File: config.mk
export PLATFORM = sky130hd
export DESIGN_NAME = icache_fetch_ctrl_flat
export DESIGN_NICKNAME = d
export VERILOG_FILES = /design/src/rtl/icache_fetch_ctrl_pkg.sv /design/src/rtl/icache_fetch_ctrl_if.sv /design/src/rtl/icache_fetch_ctrl_word_sel.sv /design/src/rtl/icache_fetch_ctrl.sv /design/src/flat_wrapper.sv
export SDC_FILE = /design/constraint.sdc
export NUM_CORES = 1
export LEC_CHECK = 0
export BUFFER_PORTS_ARGS = -buffer_cell sky130_fd_sc_hd__buf_4
export CAP_MARGIN = 20
export CORE_AREA = 2 2 227 229
export DETAILED_ROUTE_END_ITERATION = 7
export DIE_AREA = 0 0 229 231
export SETUP_SLACK_MARGIN = 0.02
export SLEW_MARGIN = 20
export SYNTH_ARGS = -nofsm -noshare
export SYNTH_HDL_FRONTEND = slang
export SYNTH_SLANG_ARGS = --single-unit
File: constraint.sdc
create_clock -name clk -period 2.6 [get_ports clk]
set_input_delay 0.13 -clock clk [delete_from_list [all_inputs] [get_ports clk]]
set_output_delay 0.13 -clock clk [all_outputs]
set_load 0.01 [all_outputs]
File: src/rtl/icache_fetch_ctrl_pkg.sv
// -----------------------------------------------------------------------------
// icache_fetch_ctrl_pkg
//   Shared constants and types for the I-cache fetch controller:
//   default geometry, the block-address width helper and the FSM state type.
//   No ports; imported by the interface, the controller and its word mux.
// -----------------------------------------------------------------------------
package icache_fetch_ctrl_pkg;

  // Default geometry: 32-bit PC, 32-bit instructions, 4-word (16-byte) blocks.
  localparam int DEF_ADDR_W      = 32;
  localparam int DEF_WORD_W      = 32;
  localparam int DEF_BLOCK_WORDS = 4;
  localparam int DEF_CNT_W       = 32;

  // Block address = PC with the byte-within-block offset stripped ([TAG,INDEX]).
  function automatic int blk_addr_w(input int addr_w, input int word_w,
                                    input int block_words);
    return addr_w - $clog2(block_words * word_w / 8);
  endfunction

  typedef enum logic [1:0] {
    ST_RUN  = 2'd0,  // normal lookup, zero-latency hit path
    ST_MISS = 2'd1,  // waiting for the block from main memory
    ST_FILL = 2'd2   // writing the returned block into the array
  } state_t;

endpackage

File: src/rtl/icache_fetch_ctrl_if.sv
// -----------------------------------------------------------------------------
// icache_fetch_ctrl_if
//   Bundles the three buses around the fetch controller:
//     CPU IF stage : cpu_req, cpu_addr, cpu_instr, cpu_instr_valid, cpu_stall
//     I-cache array: sram_ren, sram_wen, sram_block_addr, sram_data_in,
//                    sram_hit, sram_data_out
//     Main memory  : mem_req, mem_block_addr, mem_rvalid, mem_rdata
//   modport master : the controller side
//   modport slave  : the environment side (CPU, array and memory)
// -----------------------------------------------------------------------------
interface icache_fetch_ctrl_if
  import icache_fetch_ctrl_pkg::*;
#(
  parameter int ADDR_W      = DEF_ADDR_W,
  parameter int WORD_W      = DEF_WORD_W,
  parameter int BLOCK_WORDS = DEF_BLOCK_WORDS
);

  localparam int BLK_ADDR_W = blk_addr_w(ADDR_W, WORD_W, BLOCK_WORDS);
  localparam int BLOCK_W    = BLOCK_WORDS * WORD_W;

  // CPU fetch port
  logic                  cpu_req;
  logic [ADDR_W-1:0]     cpu_addr;
  logic [WORD_W-1:0]     cpu_instr;
  logic                  cpu_instr_valid;
  logic                  cpu_stall;

  // I-cache array port
  logic                  sram_ren;
  logic                  sram_wen;
  logic [BLK_ADDR_W-1:0] sram_block_addr;
  logic [BLOCK_W-1:0]    sram_data_in;
  logic                  sram_hit;
  logic [BLOCK_W-1:0]    sram_data_out;

  // Main-memory block read port
  logic                  mem_req;
  logic [BLK_ADDR_W-1:0] mem_block_addr;
  logic                  mem_rvalid;
  logic [BLOCK_W-1:0]    mem_rdata;

  modport master (
    input  cpu_req, cpu_addr, sram_hit, sram_data_out, mem_rvalid, mem_rdata,
    output cpu_instr, cpu_instr_valid, cpu_stall,
           sram_ren, sram_wen, sram_block_addr, sram_data_in,
           mem_req, mem_block_addr
  );

  modport slave (
    output cpu_req, cpu_addr, sram_hit, sram_data_out, mem_rvalid, mem_rdata,
    input  cpu_instr, cpu_instr_valid, cpu_stall,
           sram_ren, sram_wen, sram_block_addr, sram_data_in,
           mem_req, mem_block_addr
  );

endinterface

File: src/rtl/icache_fetch_ctrl_word_sel.sv
// -----------------------------------------------------------------------------
// icache_fetch_ctrl_word_sel
//   Combinational block-to-word mux: picks word 'off' out of a cache block,
//   word 0 sitting at the least-significant bits.
//   Ports:
//     block  in   BLOCK_WORDS*WORD_W  cache block
//     off    in   log2(BLOCK_WORDS)   word offset within the block
//     word   out  WORD_W              selected word
// -----------------------------------------------------------------------------
module icache_fetch_ctrl_word_sel #(
  parameter int WORD_W      = 32,
  parameter int BLOCK_WORDS = 4
) (
  input  logic [BLOCK_WORDS*WORD_W-1:0]  block,
  input  logic [$clog2(BLOCK_WORDS)-1:0] off,
  output logic [WORD_W-1:0]              word
);

  assign word = block[off*WORD_W +: WORD_W];

endmodule

File: src/rtl/icache_fetch_ctrl.sv
// -----------------------------------------------------------------------------
// icache_fetch_ctrl
//   Fetch-side controller between the CPU IF stage and the I-cache array.
//   Hits return the addressed word in the same cycle; a miss stalls the CPU,
//   reads the whole block from main memory, writes it into the array and then
//   lets the lookup run again. Saturating hit/miss counters are kept here.
//   Ports:
//     clk       in   1      clock
//     rst       in   1      asynchronous, active-low reset
//     bus       master     CPU / array / memory buses (icache_fetch_ctrl_if)
//     hit_cnt   out  CNT_W  lookups that hit (saturating)
//     miss_cnt  out  CNT_W  misses taken (saturating)
// -----------------------------------------------------------------------------
module icache_fetch_ctrl
  import icache_fetch_ctrl_pkg::*;
#(
  parameter int ADDR_W      = DEF_ADDR_W,
  parameter int WORD_W      = DEF_WORD_W,
  parameter int BLOCK_WORDS = DEF_BLOCK_WORDS,
  parameter int CNT_W       = DEF_CNT_W
) (
  input  logic                clk,
  input  logic                rst,
  icache_fetch_ctrl_if.master bus,
  output logic [CNT_W-1:0]    hit_cnt,
  output logic [CNT_W-1:0]    miss_cnt
);

  localparam int BLK_ADDR_W = blk_addr_w(ADDR_W, WORD_W, BLOCK_WORDS);
  localparam int BLOCK_W    = BLOCK_WORDS * WORD_W;
  localparam int WORD_LSB   = $clog2(WORD_W / 8);          // byte-in-word bits
  localparam int OFF_W      = $clog2(BLOCK_WORDS);         // word-in-block bits
  localparam int BLK_LSB    = WORD_LSB + OFF_W;            // first block-address bit

  state_t                state_q, state_d;
  logic [BLK_ADDR_W-1:0] miss_addr_q;
  logic [BLOCK_W-1:0]    fill_buf_q;
  logic [CNT_W-1:0]      hit_cnt_q, miss_cnt_q;

  logic [BLK_ADDR_W-1:0] cpu_blk;
  logic [OFF_W-1:0]      cpu_off;
  logic [WORD_W-1:0]     sel_word;
  logic                  run_hit, run_miss;
  logic                  unused_addr_bits;

  assign cpu_blk  = bus.cpu_addr[ADDR_W-1:BLK_LSB];
  assign cpu_off  = bus.cpu_addr[BLK_LSB-1:WORD_LSB];
  // Instructions are word aligned, the byte-in-word bits carry no information.
  assign unused_addr_bits = ^bus.cpu_addr[WORD_LSB-1:0];

  assign run_hit  = (state_q == ST_RUN) && bus.cpu_req &&  bus.sram_hit;
  assign run_miss = (state_q == ST_RUN) && bus.cpu_req && !bus.sram_hit;

  icache_fetch_ctrl_word_sel #(
    .WORD_W      (WORD_W),
    .BLOCK_WORDS (BLOCK_WORDS)
  ) u_word_sel (
    .block (bus.sram_data_out),
    .off   (cpu_off),
    .word  (sel_word)
  );

  // ---------------------------------------------------------------------------
  // FSM: state register
  // ---------------------------------------------------------------------------
  // NOTE: sequential state uses non-blocking assignments so every flop samples
  // the values from before the clock edge, independent of block ordering.
  always_ff @(posedge clk or negedge rst) begin
    if (!rst) state_q <= ST_RUN;
    else      state_q <= state_d;
  end

  // ---------------------------------------------------------------------------
  // FSM: next-state logic
  // ---------------------------------------------------------------------------
  // NOTE: state_d gets a default before the case so no path leaves it
  // unassigned, which would otherwise infer a latch.
  always_comb begin
    state_d = state_q;
    unique case (state_q)
      ST_RUN:  if (run_miss)       state_d = ST_MISS;
      ST_MISS: if (bus.mem_rvalid) state_d = ST_FILL;  // rvalid only counts here
      ST_FILL:                     state_d = ST_RUN;
      default:                     state_d = ST_RUN;
    endcase
  end

  // ---------------------------------------------------------------------------
  // FSM: outputs
  // ---------------------------------------------------------------------------
  always_comb begin
    bus.cpu_instr       = '0;
    bus.cpu_instr_valid = 1'b0;
    bus.cpu_stall       = 1'b0;
    bus.sram_ren        = 1'b0;
    bus.sram_wen        = 1'b0;
    bus.sram_block_addr = '0;
    if (!rst) begin
      // Hold the PC of a pending request until the controller leaves reset.
      bus.cpu_stall = bus.cpu_req;
    end else begin
      unique case (state_q)
        ST_RUN: begin
          bus.sram_ren        = bus.cpu_req;
          bus.sram_block_addr = cpu_blk;
          bus.cpu_stall       = run_miss;
          if (run_hit) begin
            bus.cpu_instr_valid = 1'b1;
            bus.cpu_instr       = sel_word;
          end
        end
        ST_MISS: begin
          bus.cpu_stall       = 1'b1;
          bus.sram_block_addr = miss_addr_q;
        end
        ST_FILL: begin
          // ren stays low here: the array would otherwise let ren win over wen.
          bus.sram_wen        = 1'b1;
          bus.cpu_stall       = 1'b1;
          bus.sram_block_addr = miss_addr_q;
        end
        default: ;
      endcase
    end
  end

  // Request is a level taken straight from the state, so an asynchronous
  // reset mid-miss drops it immediately.
  assign bus.mem_req        = (state_q == ST_MISS);
  assign bus.mem_block_addr = miss_addr_q;
  assign bus.sram_data_in   = fill_buf_q;

  // ---------------------------------------------------------------------------
  // Miss address and fill buffer
  // ---------------------------------------------------------------------------
  // NOTE: fill_buf is an ordinary register bank rather than an SRAM macro, so
  // it can take the asynchronous clear like the rest of the state.
  always_ff @(posedge clk or negedge rst) begin
    if (!rst) begin
      miss_addr_q <= '0;
      fill_buf_q  <= '0;
    end else begin
      // The fill targets the PC that missed, even if the CPU moves on meanwhile.
      if (run_miss)                                  miss_addr_q <= cpu_blk;
      if ((state_q == ST_MISS) && bus.mem_rvalid)    fill_buf_q  <= bus.mem_rdata;
    end
  end

  // ---------------------------------------------------------------------------
  // Saturating performance counters. The re-lookup after every refill hits and
  // is counted as a hit on purpose.
  // ---------------------------------------------------------------------------
  always_ff @(posedge clk or negedge rst) begin
    if (!rst) begin
      hit_cnt_q  <= '0;
      miss_cnt_q <= '0;
    end else begin
      if (run_hit  && !(&hit_cnt_q))  hit_cnt_q  <= hit_cnt_q  + CNT_W'(1);
      if (run_miss && !(&miss_cnt_q)) miss_cnt_q <= miss_cnt_q + CNT_W'(1);
    end
  end

  assign hit_cnt  = hit_cnt_q;
  assign miss_cnt = miss_cnt_q;

endmodule

File: src/flat_wrapper.sv
// flat-port wrapper written by rule: the top's interface ports become plain ports
module icache_fetch_ctrl_flat import icache_fetch_ctrl_pkg::*;
#(
  parameter int ADDR_W      = DEF_ADDR_W,
  parameter int WORD_W      = DEF_WORD_W,
  parameter int BLOCK_WORDS = DEF_BLOCK_WORDS,
  parameter int CNT_W       = DEF_CNT_W
)
  (clk, rst, hit_cnt, miss_cnt, bus_cpu_req, bus_cpu_addr, bus_sram_hit, bus_sram_data_out, bus_mem_rvalid, bus_mem_rdata, bus_cpu_instr, bus_cpu_instr_valid, bus_cpu_stall, bus_sram_ren, bus_sram_wen, bus_sram_block_addr, bus_sram_data_in, bus_mem_req, bus_mem_block_addr);
  icache_fetch_ctrl_if #(.ADDR_W(ADDR_W), .WORD_W(WORD_W), .BLOCK_WORDS(BLOCK_WORDS)) bus_i ();
  input  logic clk;
  input  logic rst;
  output logic [CNT_W-1:0] hit_cnt;
  output logic [CNT_W-1:0] miss_cnt;
  input wire logic [$bits(bus_i.cpu_req)-1:0] bus_cpu_req;
  input wire logic [$bits(bus_i.cpu_addr)-1:0] bus_cpu_addr;
  input wire logic [$bits(bus_i.sram_hit)-1:0] bus_sram_hit;
  input wire logic [$bits(bus_i.sram_data_out)-1:0] bus_sram_data_out;
  input wire logic [$bits(bus_i.mem_rvalid)-1:0] bus_mem_rvalid;
  input wire logic [$bits(bus_i.mem_rdata)-1:0] bus_mem_rdata;
  output wire logic [$bits(bus_i.cpu_instr)-1:0] bus_cpu_instr;
  output wire logic [$bits(bus_i.cpu_instr_valid)-1:0] bus_cpu_instr_valid;
  output wire logic [$bits(bus_i.cpu_stall)-1:0] bus_cpu_stall;
  output wire logic [$bits(bus_i.sram_ren)-1:0] bus_sram_ren;
  output wire logic [$bits(bus_i.sram_wen)-1:0] bus_sram_wen;
  output wire logic [$bits(bus_i.sram_block_addr)-1:0] bus_sram_block_addr;
  output wire logic [$bits(bus_i.sram_data_in)-1:0] bus_sram_data_in;
  output wire logic [$bits(bus_i.mem_req)-1:0] bus_mem_req;
  output wire logic [$bits(bus_i.mem_block_addr)-1:0] bus_mem_block_addr;
  assign bus_i.cpu_req = bus_cpu_req;
  assign bus_i.cpu_addr = bus_cpu_addr;
  assign bus_i.sram_hit = bus_sram_hit;
  assign bus_i.sram_data_out = bus_sram_data_out;
  assign bus_i.mem_rvalid = bus_mem_rvalid;
  assign bus_i.mem_rdata = bus_mem_rdata;
  assign bus_cpu_instr = bus_i.cpu_instr;
  assign bus_cpu_instr_valid = bus_i.cpu_instr_valid;
  assign bus_cpu_stall = bus_i.cpu_stall;
  assign bus_sram_ren = bus_i.sram_ren;
  assign bus_sram_wen = bus_i.sram_wen;
  assign bus_sram_block_addr = bus_i.sram_block_addr;
  assign bus_sram_data_in = bus_i.sram_data_in;
  assign bus_mem_req = bus_i.mem_req;
  assign bus_mem_block_addr = bus_i.mem_block_addr;
  icache_fetch_ctrl #(.ADDR_W(ADDR_W), .WORD_W(WORD_W), .BLOCK_WORDS(BLOCK_WORDS), .CNT_W(CNT_W)) u_core (.clk(clk), .rst(rst), .bus(bus_i), .hit_cnt(hit_cnt), .miss_cnt(miss_cnt));
endmodule
==> summary.txt <==
Run status
  • Status: finished, final reports clean

Placement
  • Port Buffers: 575
  • Hpwl dp: approximately 28000 µm
  • RD Place Congestion: 0.927
  • Pre-CTS setup slack: just over 0.3 ns
  • Placed Cells: slightly above 2000

Logic synthesis
  • Post-synth ARST share: 100%
  • Syn Std Cell Area: 10400 µm²
  • Mux share of post-synthesis cell area: 21.0%
  • #FFs+latches synth: between 200 and 250
  • Main combinational cell family by area after synthesis: multiplexers
  • Syn nets: about 1100
  • Synth Area in Compound Gates: 2.56%
  • Netlist cell types: between 40 and 50
  • Post-synthesis simple-gate area fraction: 14.5%
  • Dominant synthesized flop cell: dfrtp_1
  • Yosys warning total: 0
  • Post-synth EDFFs: 0
  • Post-Synth XOR/XNOR Area: 5.14%
  • Post-Synth Adder-Cell Area: 0.963%
  • Syn avg cell area: 12.3 µm²
  • Cells after synthesis: 842
  • Seq/Total Area, Yosys: roughly 53%

Clocking
  • Latest clock arrival within the worst-skew pair: 0.55 ns
  • CTS max path bufs: 3
  • Clock Pin Slew Worst Setup and Hold Paths: 0.06 ns
  • TritonCTS clock tree: done
  • CTS H-tree depth: 1
  • Clock buffers created by TritonCTS: 27
  • CTS root buffer: clkbuf_16
  • CTS Sinks: 222
  • Setup bufs post-CTS: 0

Power and ir drop
  • Maximum vdd ir drop: roughly 0.63 mV
  • PD cells: slightly above 900 nW/µm²
  • Leak: 8.88 nW
  • Net Sw Frac: 32.5%
  • Pwr Total: 16.8 mW
  • P_int: 11.3 mW
  • Gate power share: 41.3%
  • Flop pwr share: around 34%
  • Psw: 5.46 mW
  • Clock share of power: 25.0%

Floorplanning
  • Full die area: 52900 µm²
  • Die height: 231 µm
  • Core footprint: 50700 µm²
  • Die width: 229 µm
  • IO Pins: 578
  • # rows: slightly above 80
  • Initial Util: approximately 20%

Layout
  • # diodes: 0
  • Most frequent cells in the layout: buf_4, dfrtp_1, dlygate4sd3_1, mux2_2, nand2_1
  • Area growth syn-to-layout: 75.2%
  • Fillers: slightly below 5000
  • Most common cell after layout, fill and taps aside: buf_4
  • Layout Cells excl Fill: 2281
  • Fraction of layout cells with a size suffix above 1: about 52%
  • NumNets Final: 1883

STA
  • RSZ-0062 raised after global routing: no
  • Period utilisation layout: 93.3%
  • Final worst slack: 0.173 ns
  • Max Fclk: 0.412 GHz
  • Slew HR: 34.2%
  • Hold Slack: 0.0466 ns
  • Fin. max-slew vios: 0
  • Slew @ Worst Pin: 0.987 ns
  • Fin Clk Skew: approximately 0.0086 ns
  • Final setup fails: 0
  • Fin crit period: around 2.4 ns
  • Hold Vio Cnt, Final: 0
  • Setup_tns: 0 ns

Setup path
  • Slowest CP cell: dfrtp_1
  • Crit-path max FO: 34
  • Setup crit end kind: output port
  • Setup CP Type: reg2out
  • CP peak stage delay: 0.42 ns
  • Critical path arrival: 2.30 ns
  • Cells along the critical path: inv_1 -> ha_4 -> buf_4 -> and3_1 -> buf_6 -> and3_1 -> buf_4
  • Crit path launch type: register
  • CP Data Required Time: 2.47 ns

Global route
  • Overflow after GRT: 0
  • Tot GR Track Use: about 14%
  • Vias in the first global route: 10023
  • Initial antenna violation count: 0
  • Largest net degree at the start of global routing: 150
  • First-pass GRT wire length: 59000 µm

Drt
  • Drt total wl: between 30000 and 40000 µm
  • Drt via density: 4.21
  • Mean routed wirelength per cell: 16.9 µm
  • Number of iterations in the first detailed-routing pass: 4
  • Detail Route Antenna Nets: 0
  • Initial DRC count: 424
  • Vias: 9610
  • Residual DRC: 0

Job
  • Max Cap Viol: 0

Hold path
  • Min-Delay Path Class: in2async
-- power groups by stage --
stage | registers [mW] | clock network (mW) | logic (mW)
floorplan | 6.15 | 0 | 2.47
global placement | 5.60 | 0 | 6.67
detailed placement | 5.64 | 0 | 6.75
CTS | 5.61 | 4.34 | 6.96
global route | 5.78 | 4.47 | 7.43
finish | 5.64 | 4.20 | 6.93
-- repair_timing --
action | CTS | global route
cloned | 0 | 0
hold buffers | 157 | 0
endpoints found under the setup margin | 4 | 3
endpoints found under the hold margin | 302 | 0
gates resized for setup | 2 | 2
-- synth_stat cells, types with 3 or more instances --
master	instances	area share, %
xor2_1	32	2.7
and4_1	4	0.34
nor3_1	12	0.58
clkbuf_1	40	1.4
buf_2	6	0.29
nor2_1	39	1.4
nand3_1	26	1.3
nand4_1	18	1.1
nand2_1	108	3.9
inv_1	9	0.32
mux2_2	130	14
mux4_2	32	6.9
buf_1	3	0.11
or3_1	3	0.18
dfrtp_1	222	53
nor4_1	14	0.84
ha_1	8	0.96
and3_1	44	2.6
xnor2_1	29	2.4
a22oi_1	28	2.0
-- critical path: cells and delay by family, from the launching register on --
kind / cells / cell delay, ns
flip-flops: 1 / 0.42
adder cells (fa/ha/maj): 1 / 0.20
AND/OR/NAND/NOR: 2 / 0.40
buffers and inverters: 4 / 0.71
-- metal layers --
layer  GRT usage, %  routed length, µm  vias up
met3           4.03               3100       63
met4           4.14               1030        0
met2           23.6              18700      394
li1               -                  -     4501
met1           17.2              15800     4652
met5              0                  0        -
-- cell families after synthesis --
kind of cell    Yosys count
buf+inv                  60
compound gates           37
flops                   222
mux                     162
simple gates            292
xor+xnor                 61
fa+ha+maj                 8
-- path summary, 6_finish.rpt --
kind / start / endpoint / slack (ns) / cells past startpoint
max in group asynchronous: rst / u_core.hit_cnt[16] / 1.34 / 3
max reg2reg: u_core.miss_cnt[4] / u_core.miss_cnt[26] / 0.33 / 5
max: u_core.state_q[0] / bus_cpu_instr[30] / 0.17 / 7
min reg2reg: u_core.miss_cnt[13] / u_core.miss_cnt[13] / 0.49 / 1
min in group clk: bus_cpu_req / u_core.bus.mem_block_addr[3] / 0.05 / 5
min: rst / u_core.bus.mem_block_addr[3] / 0.05 / 2
-- registers in the layout (all words and copies together) (netlist names) --
signal                     count
u_core.bus.sram_data_in      128
u_core.hit_cnt                32
u_core.miss_cnt               32
u_core.bus.mem_block_addr     28
u_core.state_q                 2
-- final cells by class --
cell class                 count  area, µm²  area share (%)
timing repair buffer         762       6160            33.8
tap                          680        851            4.67
sequential                   222       5560            30.5
multi-input combinational    560       4630            25.4
clock inverter                11        240            1.32
inverter                       9       33.8           0.185
clock buffer                  37        743            4.08
-- metrics by stage --
step | area [µm²] | util, %
3_3_place_gp | 15600 | 30.9
3_5_place_dp | 15600 | 30.9
4_1_cts | 18200 | 35.9
6_report | 18200 | 35.9
5_1_grt | 18200 | 35.9
2_1_floorplan | 10400 | -
Power figures use the tool's default switching activity.
